<file path="config.mk">
export PLATFORM = sky130hd
export DESIGN_NAME = alu_cmd_issuer
export DESIGN_NICKNAME = d
export VERILOG_FILES = /design/src/rtl/alu_cmd_issuer.sv
export SDC_FILE = /design/constraint.sdc
export NUM_CORES = 1
export LEC_CHECK = 0
export CAP_MARGIN = 15
export CORE_UTILIZATION = 55
export DETAILED_ROUTE_END_ITERATION = 12
export GPL_TIMING_DRIVEN = 0
export PLACE_DENSITY = 0.83
export SETUP_SLACK_MARGIN = 0.5
export SLEW_MARGIN = 20
export SYNTH_ARGS = -nofsm -noshare
export SYNTH_HDL_FRONTEND = slang
export SYNTH_SLANG_ARGS = --single-unit
</file>
<file path="constraint.sdc">
create_clock -name i_clk -period 3 [get_ports i_clk]
set_clock_uncertainty 0.1 [all_clocks]
set_input_delay 0.3 -clock i_clk [delete_from_list [all_inputs] [get_ports i_clk]]
set_output_delay 0.3 -clock i_clk [all_outputs]
set_load 0.1 [all_outputs]
</file>
<file path="src/rtl/alu_cmd_issuer.sv">
// alu_cmd_issuer: queues ALU commands in a small FIFO, issues them one at a
// time over the ALU valid/busy/out_valid handshake, and returns each result
// with its instruction tag on a ready/valid result port.
// Optional feature macro: ALU_ISSUE_TIMEOUT_EN adds a WAIT-state cycle counter
// that forces a zero result flagged by o_res_timeout after TIMEOUT cycles.
// With the macro undefined, WAIT exits only on i_alu_out_valid.
module alu_cmd_issuer #(
  parameter int INST_W     = 4,
  parameter int DATA_W     = 16,
  parameter int FIFO_DEPTH = 4,
  parameter int TIMEOUT    = 15
) (
  input  logic              i_clk,
  input  logic              i_rst,
  input  logic              i_cmd_valid,
  output logic              o_cmd_ready,
  input  logic [INST_W-1:0] i_cmd_inst,
  input  logic [DATA_W-1:0] i_cmd_a,
  input  logic [DATA_W-1:0] i_cmd_b,
  output logic              o_alu_valid,
  input  logic              i_alu_busy,
  output logic [INST_W-1:0] o_alu_inst,
  output logic [DATA_W-1:0] o_alu_data_a,
  output logic [DATA_W-1:0] o_alu_data_b,
  input  logic              i_alu_out_valid,
  input  logic [DATA_W-1:0] i_alu_data,
  output logic              o_res_valid,
  input  logic              i_res_ready,
  output logic [DATA_W-1:0] o_res_data,
  output logic [INST_W-1:0] o_res_inst,
  output logic              o_res_timeout,
  output logic [7:0]        o_issue_cnt
);

  localparam int PTR_W = $clog2(FIFO_DEPTH);
  localparam int CNT_W = PTR_W + 1;
  localparam int ENT_W = INST_W + 2 * DATA_W;
  localparam logic [CNT_W-1:0] DEPTH_C = CNT_W'(FIFO_DEPTH);

  typedef enum logic [1:0] {
    IDLE  = 2'd0,
    ISSUE = 2'd1,
    WAIT  = 2'd2,
    HOLD  = 2'd3
  } state_e;

  // FIFO storage and bookkeeping
  logic [ENT_W-1:0] mem_q [FIFO_DEPTH];
  logic [ENT_W-1:0] mem_d [FIFO_DEPTH];
  logic [PTR_W-1:0] wr_ptr_q, wr_ptr_d;
  logic [PTR_W-1:0] rd_ptr_q, rd_ptr_d;
  logic [CNT_W-1:0] count_q, count_d;

  // Issue / result state
  state_e            state_q, state_d;
  logic [INST_W-1:0] alu_inst_q, alu_inst_d;
  logic [DATA_W-1:0] alu_a_q, alu_a_d;
  logic [DATA_W-1:0] alu_b_q, alu_b_d;
  logic [INST_W-1:0] tag_q, tag_d;
  logic [DATA_W-1:0] res_data_q, res_data_d;
  logic [INST_W-1:0] res_inst_q, res_inst_d;
  logic [7:0]        issue_cnt_q, issue_cnt_d;

`ifdef ALU_ISSUE_TIMEOUT_EN
  localparam int TMO_W = (TIMEOUT < 2) ? 1 : $clog2(TIMEOUT + 1);
  localparam logic [TMO_W-1:0] TIMEOUT_C = TMO_W'(TIMEOUT);
  logic [TMO_W-1:0] wait_cnt_q, wait_cnt_d;
  logic [TMO_W-1:0] wait_inc_s;
  logic             res_timeout_q, res_timeout_d;
`else
  // TIMEOUT has no effect in this build
  logic timeout_unused_s;
  assign timeout_unused_s = (TIMEOUT != 0);
`endif

  logic             full_s;
  logic             empty_s;
  logic             push_s;
  logic             pop_s;
  logic [ENT_W-1:0] head_s;

  // Ready and FIFO status come only from the registered count, so a pop in
  // the same cycle never opens the input while full.
  assign full_s  = (count_q == DEPTH_C);
  assign empty_s = (count_q == {CNT_W{1'b0}});
  assign push_s  = i_cmd_valid && !full_s;
  assign pop_s   = (state_q == ISSUE);
  assign head_s  = mem_q[rd_ptr_q];

  // FIFO next-state: write at tail, advance head on issue, track occupancy
  always_comb begin
    mem_d    = mem_q;
    wr_ptr_d = wr_ptr_q;
    rd_ptr_d = rd_ptr_q;
    count_d  = count_q;
    if (push_s) begin
      mem_d[wr_ptr_q] = {i_cmd_inst, i_cmd_a, i_cmd_b};
      wr_ptr_d        = wr_ptr_q + PTR_W'(1);
    end else begin
      wr_ptr_d = wr_ptr_q;
    end
    if (pop_s) begin
      rd_ptr_d = rd_ptr_q + PTR_W'(1);
    end else begin
      rd_ptr_d = rd_ptr_q;
    end
    case ({push_s, pop_s})
      2'b10:   count_d = count_q + CNT_W'(1);
      2'b01:   count_d = count_q - CNT_W'(1);
      default: count_d = count_q;
    endcase
  end

`ifdef ALU_ISSUE_TIMEOUT_EN
  assign wait_inc_s = wait_cnt_q + TMO_W'(1);
`endif

  // Issue FSM next-state: operands are loaded on the IDLE->ISSUE edge so they
  // appear together with the one-cycle o_alu_valid strobe and hold afterwards.
  always_comb begin
    state_d     = state_q;
    alu_inst_d  = alu_inst_q;
    alu_a_d     = alu_a_q;
    alu_b_d     = alu_b_q;
    tag_d       = tag_q;
    res_data_d  = res_data_q;
    res_inst_d  = res_inst_q;
    issue_cnt_d = issue_cnt_q;
`ifdef ALU_ISSUE_TIMEOUT_EN
    wait_cnt_d    = wait_cnt_q;
    res_timeout_d = res_timeout_q;
`endif
    case (state_q)
      IDLE: begin
        if (!empty_s && !i_alu_busy) begin
          state_d                       = ISSUE;
          {alu_inst_d, alu_a_d, alu_b_d} = head_s;
        end else begin
          state_d = IDLE;
        end
      end
      ISSUE: begin
        tag_d       = head_s[ENT_W-1 -: INST_W];
        issue_cnt_d = issue_cnt_q + 8'd1;
`ifdef ALU_ISSUE_TIMEOUT_EN
        wait_cnt_d  = {TMO_W{1'b0}};
`endif
        state_d     = WAIT;
      end
      WAIT: begin
        // A real result always beats a coincident timeout
        if (i_alu_out_valid) begin
          res_data_d    = i_alu_data;
          res_inst_d    = tag_q;
`ifdef ALU_ISSUE_TIMEOUT_EN
          res_timeout_d = 1'b0;
`endif
          state_d       = HOLD;
        end else begin
`ifdef ALU_ISSUE_TIMEOUT_EN
          if (wait_inc_s == TIMEOUT_C) begin
            res_data_d    = {DATA_W{1'b0}};
            res_inst_d    = tag_q;
            res_timeout_d = 1'b1;
            state_d       = HOLD;
          end else begin
            wait_cnt_d = wait_inc_s;
          end
`else
          state_d = WAIT;
`endif
        end
      end
      HOLD: begin
        if (i_res_ready) begin
          state_d = IDLE;
        end else begin
          state_d = HOLD;
        end
      end
      default: state_d = IDLE;
    endcase
  end

  // State registers with synchronous reset; reset drops any in-flight result
  always_ff @(posedge i_clk) begin
    if (i_rst) begin
      for (int i = 0; i < FIFO_DEPTH; i++) begin
        mem_q[i] <= {ENT_W{1'b0}};
      end
      wr_ptr_q    <= {PTR_W{1'b0}};
      rd_ptr_q    <= {PTR_W{1'b0}};
      count_q     <= {CNT_W{1'b0}};
      state_q     <= IDLE;
      alu_inst_q  <= {INST_W{1'b0}};
      alu_a_q     <= {DATA_W{1'b0}};
      alu_b_q     <= {DATA_W{1'b0}};
      tag_q       <= {INST_W{1'b0}};
      res_data_q  <= {DATA_W{1'b0}};
      res_inst_q  <= {INST_W{1'b0}};
      issue_cnt_q <= 8'd0;
`ifdef ALU_ISSUE_TIMEOUT_EN
      wait_cnt_q    <= {TMO_W{1'b0}};
      res_timeout_q <= 1'b0;
`endif
    end else begin
      mem_q       <= mem_d;
      wr_ptr_q    <= wr_ptr_d;
      rd_ptr_q    <= rd_ptr_d;
      count_q     <= count_d;
      state_q     <= state_d;
      alu_inst_q  <= alu_inst_d;
      alu_a_q     <= alu_a_d;
      alu_b_q     <= alu_b_d;
      tag_q       <= tag_d;
      res_data_q  <= res_data_d;
      res_inst_q  <= res_inst_d;
      issue_cnt_q <= issue_cnt_d;
`ifdef ALU_ISSUE_TIMEOUT_EN
      wait_cnt_q    <= wait_cnt_d;
      res_timeout_q <= res_timeout_d;
`endif
    end
  end

  assign o_cmd_ready  = !full_s;
  assign o_alu_valid  = (state_q == ISSUE);
  assign o_alu_inst   = alu_inst_q;
  assign o_alu_data_a = alu_a_q;
  assign o_alu_data_b = alu_b_q;
  assign o_res_valid  = (state_q == HOLD);
  assign o_res_data   = res_data_q;
  assign o_res_inst   = res_inst_q;
  assign o_issue_cnt  = issue_cnt_q;
`ifdef ALU_ISSUE_TIMEOUT_EN
  assign o_res_timeout = res_timeout_q;
`else
  assign o_res_timeout = 1'b0;
`endif

endmodule

</file>
==> impl_results.html <==
<table>
<tr><th>Metric</th><th>Value</th></tr>
<tr><th colspan="2">Drt</th></tr>
<tr><td>Number of DRC markers after the initial detailed-route iteration</td><td>~270</td></tr>
<tr><td>Count of unresolved DRC violations after routing</td><td>0</td></tr>
<tr><td>Number of detailed-routing iterations run before antenna repair</td><td>6</td></tr>
<tr><td>Overall routed net length</td><td>approximately 23000 um</td></tr>
<tr><td>Average wire per cell in the routed design</td><td>~18 um</td></tr>
<tr><td>Via total after detailed routing</td><td>7208</td></tr>
<tr><td>Antenna viol nets, final</td><td>0</td></tr>
<tr><td>Mean number of vias per cell</td><td>~5.5</td></tr>
<tr><th colspan="2">Clock tree</th></tr>
<tr><td>H-Tree Level Count</td><td>1</td></tr>
<tr><td>CTS Sinks</td><td>221</td></tr>
<tr><td>Clock Latency Late Sink</td><td>between 500 and 600 ps</td></tr>
<tr><td>Largest buffer count on any clock path</td><td>3</td></tr>
<tr><td>CTS Root Cell</td><td>clkbuf_16</td></tr>
<tr><td>CTS tree</td><td>done</td></tr>
<tr><td>Clock slew at the register clock pins of the worst setup and hold paths</td><td>about 70 ps</td></tr>
<tr><td>Number of buffers inserted during clock tree synthesis</td><td>23</td></tr>
<tr><td>Number of setup buffers added after CTS</td><td>0</td></tr>
<tr><th colspan="2">Logic synthesis</th></tr>
<tr><td>Post-synthesis instance area</td><td>~0.0097 mm2</td></tr>
<tr><td>Area share of the largest cell type after synthesis</td><td>approximately 46%</td></tr>
<tr><td>Top cells by area, synth</td><td>dfxtp_1, mux2i_1, nand2b_1</td></tr>
<tr><td>Synthesized area per cell</td><td>approximately 11 um2</td></tr>
<tr><td>Synthesized instance count</td><td>approximately 900</td></tr>
<tr><td>Seq/Total Area, Yosys</td><td>between 40% and 50%</td></tr>
<tr><td>Warnings, synthesis</td><td>0</td></tr>
<tr><td>Count of unique library cells instantiated by Yosys</td><td>40</td></tr>
<tr><td>Post-synth net total</td><td>981</td></tr>
<tr><td>Synth Register Bits</td><td>~220</td></tr>
<tr><td>Cell taking the most area after synthesis</td><td>dfxtp_1</td></tr>
<tr><th colspan="2">Setup path</th></tr>
<tr><td>Type of the setup path with the least slack</td><td>register to output port</td></tr>
<tr><td>Data arrival at the endpoint of the critical path</td><td>just over 2000 ps</td></tr>
<tr><td>Largest stage delay on the critical path</td><td>~1200 ps</td></tr>
<tr><td>Required time at the endpoint of the critical path</td><td>around 2600 ps</td></tr>
<tr><td>Cell type group with the largest total delay on the critical path</td><td>buffers and inverters</td></tr>
<tr><td>Buffer and inverter count on the worst path</td><td>1</td></tr>
<tr><td>Crit-path max FO</td><td>2</td></tr>
<tr><td>Critical path, cell by cell</td><td>clkdlybuf4s50_1</td></tr>
<tr><td>Type of element capturing the critical path</td><td>output port</td></tr>
<tr><td>Master of the slowest instance on the critical path</td><td>clkdlybuf4s50_1</td></tr>
<tr><td>Startpoint types</td><td>register</td></tr>
<tr><th colspan="2">Power</th></tr>
<tr><td>Power density relative to cell area</td><td>between 700 and 800 mW/mm2</td></tr>
<tr><td>Leak Pwr</td><td>about 0.0048 uW</td></tr>
<tr><td>Worst vdd rail ir drop</td><td>around 0.53 mV</td></tr>
<tr><th colspan="2">Floorplan</th></tr>
<tr><td>Row Count</td><td>48</td></tr>
<tr><td>Initial cell density of the core</td><td>56.1%</td></tr>
<tr><td>Vertical die dimension</td><td>between 100 and 150 um</td></tr>
<tr><td>Area of the die</td><td>about 0.018 mm2</td></tr>
<tr><td>Core Box Area</td><td>~0.017 mm2</td></tr>
<tr><td>I/O pin count</td><td>between 100 and 150</td></tr>
<tr><td>Chip width</td><td>around 130 um</td></tr>
<tr><th colspan="2">Timing</th></tr>
<tr><td>Time the worst path needs with I/O delays and setup</td><td>2470 ps</td></tr>
<tr><td>RSZ-0062 raised after global routing</td><td>false</td></tr>
<tr><td>Total count of max-transition violations in the final report</td><td>0</td></tr>
<tr><td>Worst-Margin Slew</td><td>between 1000 and 1500 ps</td></tr>
<tr><td>Worst hold margin</td><td>~240 ps</td></tr>
<tr><td>Final sum of negative setup slack</td><td>0 ps</td></tr>
<tr><td>Worst slew margin relative to its limit</td><td>32.3%</td></tr>
<tr><td>Ratio of final minimum period to clock period</td><td>about 80%</td></tr>
<tr><td>Final setup vio count</td><td>0</td></tr>
<tr><td>Upper clock frequency limit</td><td>between 400 and 500 MHz</td></tr>
<tr><td>Count of final hold-check violations</td><td>0</td></tr>
<tr><th colspan="2">Placement</th></tr>
<tr><td>Buffers added on ports</td><td>~120</td></tr>
<tr><td>Post-placement cell area</td><td>about 0.011 mm2</td></tr>
<tr><td>RePlAce Congestion</td><td>just under 0.8</td></tr>
<tr><td>Placed wire-length estimate</td><td>between 15000 and 20000 um</td></tr>
<tr><th colspan="2">Job</th></tr>
<tr><td>Max capacitance violation total</td><td>0</td></tr>
<tr><th colspan="2">GRT</th></tr>
<tr><td>Vias in the first global route</td><td>between 7000 and 8000</td></tr>
<tr><td>Most utilized layer in the global route result</td><td>met2</td></tr>
<tr><td>Met3 Track Usage GR</td><td>~4.2%</td></tr>
<tr><td>Grt met2 use</td><td>between 40% and 50%</td></tr>
<tr><td>Remaining global-route overflow</td><td>0</td></tr>
<tr><td>Largest net degree at the start of global routing</td><td>14</td></tr>
<tr><td>Wire length of the first global-routing pass</td><td>about 38000 um</td></tr>
<tr><td>Global-route total usage across every layer</td><td>26.7%</td></tr>
<tr><td>Met1 track utilization from global routing</td><td>~33%</td></tr>
<tr><td>Number of antenna violations at the first check in global routing</td><td>0</td></tr>
<tr><th colspan="2">Cells and area</th></tr>
<tr><td>Layout Area Growth over Synthesis</td><td>23.6%</td></tr>
<tr><td>Share of final-layout standard cells stronger than drive strength 1</td><td>10.8%</td></tr>
<tr><td>Most common cell after layout, fill and taps aside</td><td>dfxtp_1</td></tr>
<tr><td>Final design area excluding fillers</td><td>0.0120 mm2</td></tr>
<tr><td>Number of nets in the layout</td><td>between 1000 and 1500</td></tr>
<tr><td>Diode insertion count for antenna repair</td><td>0</td></tr>
<tr><td>Leading cell types in the layout, fill and taps excluded</td><td>dfxtp_1, nand2b_1, mux2i_1, clkdlybuf4s50_1, a21oi_1</td></tr>
<tr><th colspan="2">Min path</th></tr>
<tr><td>Hold Path Class</td><td>primary input to register</td></tr>
<tr><th colspan="2">Run status</th></tr>
<tr><td>Result of the run</td><td>complete, no violations</td></tr>
</table>
==> kinds of logic after synthesis <==
| group | after synthesis | share of synthesized area (%) |
|---|---|---|
| DFF | 221 | 45.7 |
| other | 1 | 0.0388 |
| buffers and inverters | 80 | 5.33 |
| muxes | 181 | 23.4 |
| xor gates and xnor gates | 6 | 0.543 |
| adders and majority gates | 7 | 0.983 |
| and+or+nand+nor | 305 | 17.9 |
| AOI/OAI and AO/OA | 115 | 6.07 |
==> final cells by class <==
type | instances | area, um2
fillers | 1324 | 5280
multi-input cells | 615 | 4740
flip-flops and latches | 221 | 4420
repair buffers | 123 | 1240
clock buffers | 35 | 701
plain buffers | 75 | 497
well taps | 225 | 282
clock inverters | 5 | 53.8
inverters | 5 | 23.8
==> what timing repair did <==
item | CTS | global route
hold buffers | 0 | 0
resized for setup | 8 | 5
hold endpoints to repair | 0 | 0
endpoints found under the setup margin | 3 | 5
==> cell usage after synthesis, drive strengths merged <==
master,instances
a31oi,1
conb,1
mux2i,145
xor2,2
nor2,7
ha,6
and3,2
nand4,1
a211oi,1
fa,1
dfxtp,221
mux4,36
nand4b,1
xnor2,4
and3b,1
and2,1
nor3,2
or3,7
nand3b,3
o31ai,1
a21o,2
clkinv,1
inv,4
buf,32
nand2,53
nand2b,182
or3b,1
or4,1
a21oi,69
clkbuf,43
o21ai,41
nand3,43
==> power by group <==
group	switching, uW	internal, uW	total [uW]
Sequential	126	3140	3270
Combinational	1550	741	2290
Clock	1150	1690	2840
==> state kept, by name, summed over array words and instances (netlist names), 3 cells and up <==
register      cells
o_issue_cnt       8
tag_q             4
o_alu_data_b     16
o_alu_inst        4
o_res_inst        4
count_q           3
o_res_data       16
mem_q           144
o_alu_data_a     16
==> worst paths after layout <==
check	start	end	slack, ps	cells after the start
worst max-delay path	o_alu_data_b[15]$_SDFFE_PP0P_	o_alu_data_b[15]	530	1
worst min-delay path	i_alu_data[5]	o_res_data[5]$_SDFFE_PP0P_	240	3
worst max register to register	state_q[1]$_SDFF_PP0_	count_q[2]$_SDFFE_PP0P_	720	8
worst min register to register	o_res_data[0]$_SDFFE_PP0P_	o_res_data[0]$_SDFFE_PP0P_	350	2
==> metrics by stage <==
stage                     total power [uW]  worst slack [ps]  util [%]  instances
after floorplan                       4920               627         -        916
after global placement                5560               558      64.9       1264
after detailed placement              5600               528      65.0       1264
after CTS                             8440               515      69.4       1304
after global routing                  8740               501      69.4       1304
final                                 8400               527      69.4       1304
==> per-layer routing <==
layer	wire length [um]	up-vias	part of all wire, %
met5	0	-	0
met4	536	0	2.3
met3	1510	48	6.4
met2	11500	220	49
met1	9930	3494	42
li1	-	3446	-
==> worst min-delay path: stages <==
cell and delay [ps]:
clkdlybuf4s50_1 400, nand2_1 60, a21oi_1 50
Note: power is estimated with default switching activity, not from simulation.
